### src/rtl/spi_seq_pkg.sv
// Shared types and default constants for the SPI transaction sequencer.
//   seq_state_t    : sequencer FSM state encoding
//   SEQ_*          : default timing / depth values matching SPI_Controller defaults
package spi_seq_pkg;

    typedef enum logic [1:0] {
        IDLE,
        LAUNCH,
        XFER,
        GAP
    } seq_state_t;

    // One XFER must outlast the controller's shift (send + receive + pause + margin).
    localparam int SEQ_TXN_CYCLES = 48;
    // Idle cycles after a transaction so start_comm shows a fresh rising edge.
    localparam int SEQ_GAP_CYCLES = 2;
    localparam int SEQ_DEPTH      = 4;

endpackage

### src/rtl/spi_req_fifo.sv
// Synchronous request FIFO holding {cs, data} words for the sequencer.
//   clk, rst             : clock, asynchronous active-low reset
//   push, push_data      : write request (ignored when full)
//   pop                  : read request (ignored when empty)
//   head                 : entry at the read pointer (valid when !empty)
//   full, empty, count   : occupancy status
module spi_req_fifo #(
    parameter int WIDTH = 18,
    parameter int DEPTH = 4,
    parameter int CNT_W = $clog2(DEPTH + 1)
) (
    input  logic             clk,
    input  logic             rst,
    input  logic             push,
    input  logic [WIDTH-1:0] push_data,
    input  logic             pop,
    output logic [WIDTH-1:0] head,
    output logic             full,
    output logic             empty,
    output logic [CNT_W-1:0] count
);

    localparam int PTR_W = $clog2(DEPTH);

    logic [WIDTH-1:0] mem [DEPTH];
    logic [PTR_W-1:0] wr_ptr;
    logic [PTR_W-1:0] rd_ptr;
    logic             do_push;
    logic             do_pop;

    assign full    = (count == CNT_W'(DEPTH));
    assign empty   = (count == '0);
    assign do_push = push && !full;
    assign do_pop  = pop && !empty;
    assign head    = mem[rd_ptr];

    // DEPTH is a power of two, so pointer overflow is the modulo wrap.
    always_ff @(posedge clk or negedge rst) begin
        if (!rst) begin
            wr_ptr <= '0;
            rd_ptr <= '0;
            count  <= '0;
        end else begin
            if (do_push) wr_ptr <= wr_ptr + PTR_W'(1);
            if (do_pop)  rd_ptr <= rd_ptr + PTR_W'(1);
            case ({do_push, do_pop})
                2'b10:   count <= count + CNT_W'(1);
                2'b01:   count <= count - CNT_W'(1);
                default: count <= count;
            endcase
        end
    end

    // Storage needs no reset; entries are only read after being written.
    always_ff @(posedge clk) begin
        if (do_push) mem[wr_ptr] <= push_data;
    end

endmodule

### src/rtl/spi_txn_sequencer.sv
// Transaction sequencer in front of SPI_Controller. Queues requests, launches
// one controller transaction at a time, waits a fixed transfer time, then
// captures CIPO_register into a valid/ready response register.
//   clk, rst                        : clock, asynchronous active-low reset
//   req_valid/req_ready/req_data/req_cs : request push interface
//   rsp_valid/rsp_ready/rsp_data/rsp_cs : captured response interface
//   busy                            : FSM active or requests pending
//   start_comm, data_send, CS_in    : controller drive (registered)
//   CIPO_register                   : controller receive register
module spi_txn_sequencer
    import spi_seq_pkg::*;
#(
    parameter int LENGTH_SEND      = 16,
    parameter int LENGTH_RECEIVED  = 16,
    parameter int PERIPHERY_SELECT = 2,
    parameter int DEPTH            = SEQ_DEPTH,
    parameter int TXN_CYCLES       = SEQ_TXN_CYCLES,
    parameter int GAP_CYCLES       = SEQ_GAP_CYCLES
) (
    input  logic                        clk,
    input  logic                        rst,
    input  logic                        req_valid,
    output logic                        req_ready,
    input  logic [LENGTH_SEND-1:0]      req_data,
    input  logic [PERIPHERY_SELECT-1:0] req_cs,
    output logic                        rsp_valid,
    input  logic                        rsp_ready,
    output logic [LENGTH_RECEIVED-1:0]  rsp_data,
    output logic [PERIPHERY_SELECT-1:0] rsp_cs,
    output logic                        busy,
    output logic                        start_comm,
    output logic [LENGTH_SEND-1:0]      data_send,
    output logic [PERIPHERY_SELECT-1:0] CS_in,
    input  logic [LENGTH_RECEIVED-1:0]  CIPO_register
);

    localparam int TXN_W  = $clog2(TXN_CYCLES);
    localparam int GAP_W  = $clog2(GAP_CYCLES + 1);
    localparam int FIFO_W = PERIPHERY_SELECT + LENGTH_SEND;
    localparam int CNT_W  = $clog2(DEPTH + 1);

    seq_state_t state;
    seq_state_t next_state;

    logic [TXN_W-1:0]            xfer_cnt;
    logic [GAP_W-1:0]            gap_cnt;
    logic [PERIPHERY_SELECT-1:0] cs_shadow;

    logic [FIFO_W-1:0]           fifo_head;
    logic                        fifo_full;
    logic                        fifo_empty;
    logic [CNT_W-1:0]            fifo_count;
    logic                        fifo_push;

    logic slot_free;
    logic launch;
    logic capture;
    logic xfer_load;
    logic start_next;

    // ------------------------------------------------------------------
    // Request FIFO
    // ------------------------------------------------------------------
    assign req_ready = !fifo_full;
    assign fifo_push = req_valid && !fifo_full;

    spi_req_fifo #(
        .WIDTH (FIFO_W),
        .DEPTH (DEPTH),
        .CNT_W (CNT_W)
    ) u_fifo (
        .clk       (clk),
        .rst       (rst),
        .push      (fifo_push),
        .push_data ({req_cs, req_data}),
        .pop       (launch),
        .head      (fifo_head),
        .full      (fifo_full),
        .empty     (fifo_empty),
        .count     (fifo_count)
    );

    assign busy = (state != IDLE) || (fifo_count != '0);

    // A launch only happens once the response slot will be empty, so a
    // capture can never collide with an unconsumed response.
    assign slot_free = !rsp_valid || rsp_ready;

    // ------------------------------------------------------------------
    // FSM: state register
    // ------------------------------------------------------------------
    always_ff @(posedge clk or negedge rst) begin
        if (!rst) state <= IDLE;
        else      state <= next_state;
    end

    // ------------------------------------------------------------------
    // FSM: next state
    // ------------------------------------------------------------------
    always_comb begin
        next_state = state;
        case (state)
            IDLE:    if (!fifo_empty && slot_free) next_state = LAUNCH;
            LAUNCH:  next_state = XFER;
            XFER:    if (xfer_cnt == '0) next_state = GAP;
            GAP:     if (gap_cnt == '0) next_state = IDLE;
            default: next_state = IDLE;
        endcase
    end

    // ------------------------------------------------------------------
    // FSM: output decode (feeds the registered outputs below)
    // ------------------------------------------------------------------
    always_comb begin
        launch     = 1'b0;
        capture    = 1'b0;
        xfer_load  = 1'b0;
        start_next = 1'b0;
        case (state)
            IDLE:    launch    = (next_state == LAUNCH);
            LAUNCH:  xfer_load = 1'b1;
            XFER:    capture   = (xfer_cnt == '0);
            default: ;
        endcase
        start_next = (next_state == LAUNCH);
    end

    // ------------------------------------------------------------------
    // Counters
    // ------------------------------------------------------------------
    always_ff @(posedge clk or negedge rst) begin
        if (!rst) begin
            xfer_cnt <= '0;
            gap_cnt  <= '0;
        end else begin
            if (xfer_load)
                xfer_cnt <= TXN_W'(TXN_CYCLES - 1);
            else if (state == XFER && xfer_cnt != '0)
                xfer_cnt <= xfer_cnt - TXN_W'(1);

            if (capture)
                gap_cnt <= GAP_W'(GAP_CYCLES - 1);
            else if (state == GAP && gap_cnt != '0)
                gap_cnt <= gap_cnt - GAP_W'(1);
        end
    end

    // ------------------------------------------------------------------
    // Controller drive and response register
    // ------------------------------------------------------------------
    // data_send/CS_in hold until the next launch: the controller samples
    // data_send on a later negedge, well after start_comm has risen.
    always_ff @(posedge clk or negedge rst) begin
        if (!rst) begin
            start_comm <= 1'b0;
            data_send  <= '0;
            CS_in      <= '0;
            cs_shadow  <= '0;
            rsp_valid  <= 1'b0;
            rsp_data   <= '0;
            rsp_cs     <= '0;
        end else begin
            start_comm <= start_next;
            if (launch) begin
                data_send <= fifo_head[LENGTH_SEND-1:0];
                CS_in     <= fifo_head[FIFO_W-1:LENGTH_SEND];
                cs_shadow <= fifo_head[FIFO_W-1:LENGTH_SEND];
            end
            if (capture) begin
                rsp_data  <= CIPO_register;
                rsp_cs    <= cs_shadow;
                rsp_valid <= 1'b1;
            end else if (rsp_valid && rsp_ready) begin
                rsp_valid <= 1'b0;
            end
        end
    end

endmodule

### config.mk
export PLATFORM = sky130hd
export DESIGN_NAME = spi_txn_sequencer
export DESIGN_NICKNAME = d
export VERILOG_FILES = /design/src/rtl/spi_seq_pkg.sv /design/src/rtl/spi_req_fifo.sv /design/src/rtl/spi_txn_sequencer.sv
export SDC_FILE = /design/constraint.sdc
export NUM_CORES = 1
export LEC_CHECK = 0
export ABC_AREA = 1
export CAP_MARGIN = 20
export CORE_ASPECT_RATIO = 1.2
export CORE_MARGIN = 4
export CORE_UTILIZATION = 45
export DETAILED_ROUTE_END_ITERATION = 12
export PLACE_DENSITY_LB_ADDON = 0.1
export RECOVER_POWER = 25
export SLEW_MARGIN = 10
export SYNTH_ARGS = -nofsm -noshare
export SYNTH_HDL_FRONTEND = slang
export SYNTH_SLANG_ARGS = --single-unit
### constraint.sdc
create_clock -name clk -period 1.95 [get_ports clk]
set_clock_uncertainty 0.05 [all_clocks]
set_input_delay 0.195 -clock clk [delete_from_list [all_inputs] [get_ports clk]]
set_output_delay 0.195 -clock clk [all_outputs]
set_load 0.01 [all_outputs]
==> impl_metrics.json <==
{
  "io_pins": 78,
  "top_layer": "met4",
  "nNetsFinal": 621,
  "wl_met1_um": 4620,
  "yosysWarnings": 0,
  "post-route-util": 0.601,
  "wl_per_cell_um": 13.6,
  "worstPathRequired_ns": 1.70,
  "power_density_nw_per_um2": 907,
  "worst_setup_path_end_kind": "output pin",
  "port_buffers": 77,
  "area_growth_pct": 30.7,
  "ctsRootBufferMaster": "clkbuf_16",
  "cts.sinks": 127,
  "drtAntennaViolNets": 0,
  "vias": 3492,
  "route.met3.wl_um": 446,
  "fp.dieW_um": 107,
  "grt.total_usage": 0.158,
  "worstSkewPairLatency_ns": 0.40,
  "critical_path.cell_chain": "nor2_2 > buf_4 > nand4_1 > clkdlybuf4s50_1",
  "r2r_start": "u_fifo.count[2]",
  "finalSetupViolCount": 0,
  "antenna_found_initial": 0,
  "min_period_ns": 1.87,
  "drt_iter0_markers": 172,
  "cts_buffers": 17,
  "startpoint_type": "flop",
  "min_from": "CIPO_register[11]",
  "syn-cell-area_um2": 5290,
  "cts_tree": "done",
  "cellLeakagePower_nw": 3.02,
  "wirelength_um": 10100,
  "gp_congestion": 0.770,
  "die_h_um": 127,
  "rows": 43,
  "synth_area_leaders": "edfxtp_1 41%, dfrtp_1 26%, nand2_1 7.3%",
  "crit_arrival_ns": 1.63,
  "synth_top_area_cell": "edfxtp_1",
  "tightest_slew_ns": 1.01,
  "cts.reportedPaths.clkPinSlew_ns": 0.06,
  "vias_per_cell": 4.69,
  "slew_headroom": 0.327,
  "worst-r2r-cell-count": 10,
  "synth-seq-area-share": 0.669,
  "ys_ff_latch": 127,
  "max-cap-violations": 0,
  "h-tree-depth": 4,
  "met2_length_um": 5010,
  "worst_ir_drop_vdd_mv": 0.611,
  "cp_slowest_cell": "clkdlybuf4s50_1",
  "die_area_um2": 13600,
  "synthCells": 479,
  "grt_pass1_wl_um": 16600,
  "timing_worst_setup_path_type": "reg -> out",
  "grt_pass1_vias": 3402,
  "hold_viol_final": 0,
  "hold_class": "in -> reg",
  "synth_edf_count": 72,
  "yosys.area.top_type_share": 0.409,
  "start_util": 0.460,
  "antenna_cells_inserted": 0,
  "final_max_slew_viol_count": 0,
  "critical_path.max_stage_delay_ns": 0.49,
  "drt_pass1_iterations": 4,
  "critPathMaxFanout": 2,
  "worstSetupStartpoint": "state[1]",
  "yosysUniqueCellTypes": 28,
  "worstHoldPathCells": 3,
  "grt_max_degree": 44,
  "yosys.cell_count.top_type": "nand2_1",
  "rsz0062_at_grt": "false",
  "core_area_um2": 11500,
  "syn_area_per_cell_um2": 11.0,
  "hpwl_um": 6590,
  "synthTopCellsByCount": "103 x nand2_1, 72 x edfxtp_1, 55 x dfrtp_1",
  "grt-ovfl-total": 0,
  "fmaxAchievable_ghz": 0.533,
  "drc": 0,
  "status": "finished clean",
  "cts_buffer_depth": 2,
  "ys_async_sr_fraction": 0.433,
  "post-route-period-util": 0.962,
  "syn_nets": 525,
  "synth_ff_type": "edfxtp_1",
  "power_mw": 6.27,
  "drive_above_1_share": 0.146
}
## flip-flops by register name, indices dropped and copies added, names as in the netlist
signal         flops
cs_shadow          2
data_send         16
gap_cnt            2
rsp_cs             2
rsp_data          16
rsp_valid          1
start_comm         1
state              2
u_fifo.count       3
u_fifo.mem        72
u_fifo.rd_ptr      2
u_fifo.wr_ptr      2
xfer_cnt           6
## critical path: cells and delay by family, from the launching register on
family | cells | cell delay, ns
flops | 1 | 0.39
buf+inv | 2 | 0.61
simple gates | 2 | 0.23
## layout make-up
| class | count | area [um2] |
|---|---|---|
| Fill cell | 962 | 4600 |
| Inverter | 58 | 220 |
| Tap cell | 157 | 196 |
| Sequential cell | 127 | 3540 |
| Clock inverter | 7 | 68.8 |
| Timing Repair Buffer | 97 | 942 |
| Multi-Input combinational cell | 274 | 1390 |
| Clock buffer | 25 | 561 |
## path summary, 6_finish.rpt
check,to,slack (ns)
hold reg to reg,data_send[8],0.43
max in group asynchronous,state[0],0.54
min in group asynchronous,rsp_data[4],0.44
setup reg to reg,u_fifo.count[2],0.19
setup / recovery,busy,0.08
hold / removal,rsp_data[11],0.29
## kinds of logic (layout without fill, tap and decap cells)
group / count (synthesis) / after routing / share of synthesized area
xor gates and xnor gates: 5 / 5 / 0.00828
DFF: 127 / 127 / 0.669
AOI/OAI and AO/OA: 83 / 83 / 0.0927
adders and majority gates: 8 / 8 / 0.0203
buffers and inverters: 78 / 187 / 0.0700
and+or+nand+nor: 178 / 178 / 0.140
## routing by layer
layer | GRT usage | up-vias
li1 | - | 1757
met5 | 0 | -
met1 | 0.205 | 1661
met4 | 0.0722 | 0
met3 | 0.0321 | 2
met2 | 0.255 | 72
## cells in the final DEF (no fill, tap or decap), types with 3 or more instances in the layout
| master | instances |
|---|---|
| o21ai_2 | 18 |
| o21ai_0 | 4 |
| clkinv_2 | 3 |
| edfxtp_1 | 72 |
| xor2_1 | 4 |
| nand3_1 | 14 |
| dlygate4sd3_1 | 19 |
| a21oi_1 | 13 |
| clkbuf_16 | 21 |
| nor2_1 | 49 |
| dfrtp_1 | 55 |
| ha_1 | 7 |
| clkdlybuf4s50_1 | 58 |
| nand2_1 | 103 |
| inv_1 | 49 |
| clkbuf_1 | 3 |
| buf_4 | 17 |
| inv_2 | 8 |
| o21ai_1 | 45 |
## through the flow
stage               cells  setup TNS, ns  hold slack, ns  setup WS, ns  cell area (um2)
floorplan             479              0          -0.151       0.00115             5300
global placement      711         -0.108           0.106        -0.108             6260
detailed placement    711         -0.119           0.108        -0.119             6260
CTS                   744              0           0.209        0.0941             6900
global route          745              0           0.293       0.00340             6920
finish                745              0           0.290        0.0750             6920
## power by group
group	total, mW	switching (mW)	leakage, nW	internal [mW]
logic	0.183	0.0808	1.40	0.102
clock network	3.22	1.09	0.306	2.12
registers	2.87	0.00860	1.32	2.86
## what timing repair did
action	in CTS	in global routing
endpoints found under the setup margin	0	1
resized for setup	0	3
hold endpoints to repair	16	0
hold buffers	1	0
setup buffers	0	1
Note: power is estimated with default switching activity, not from simulation.
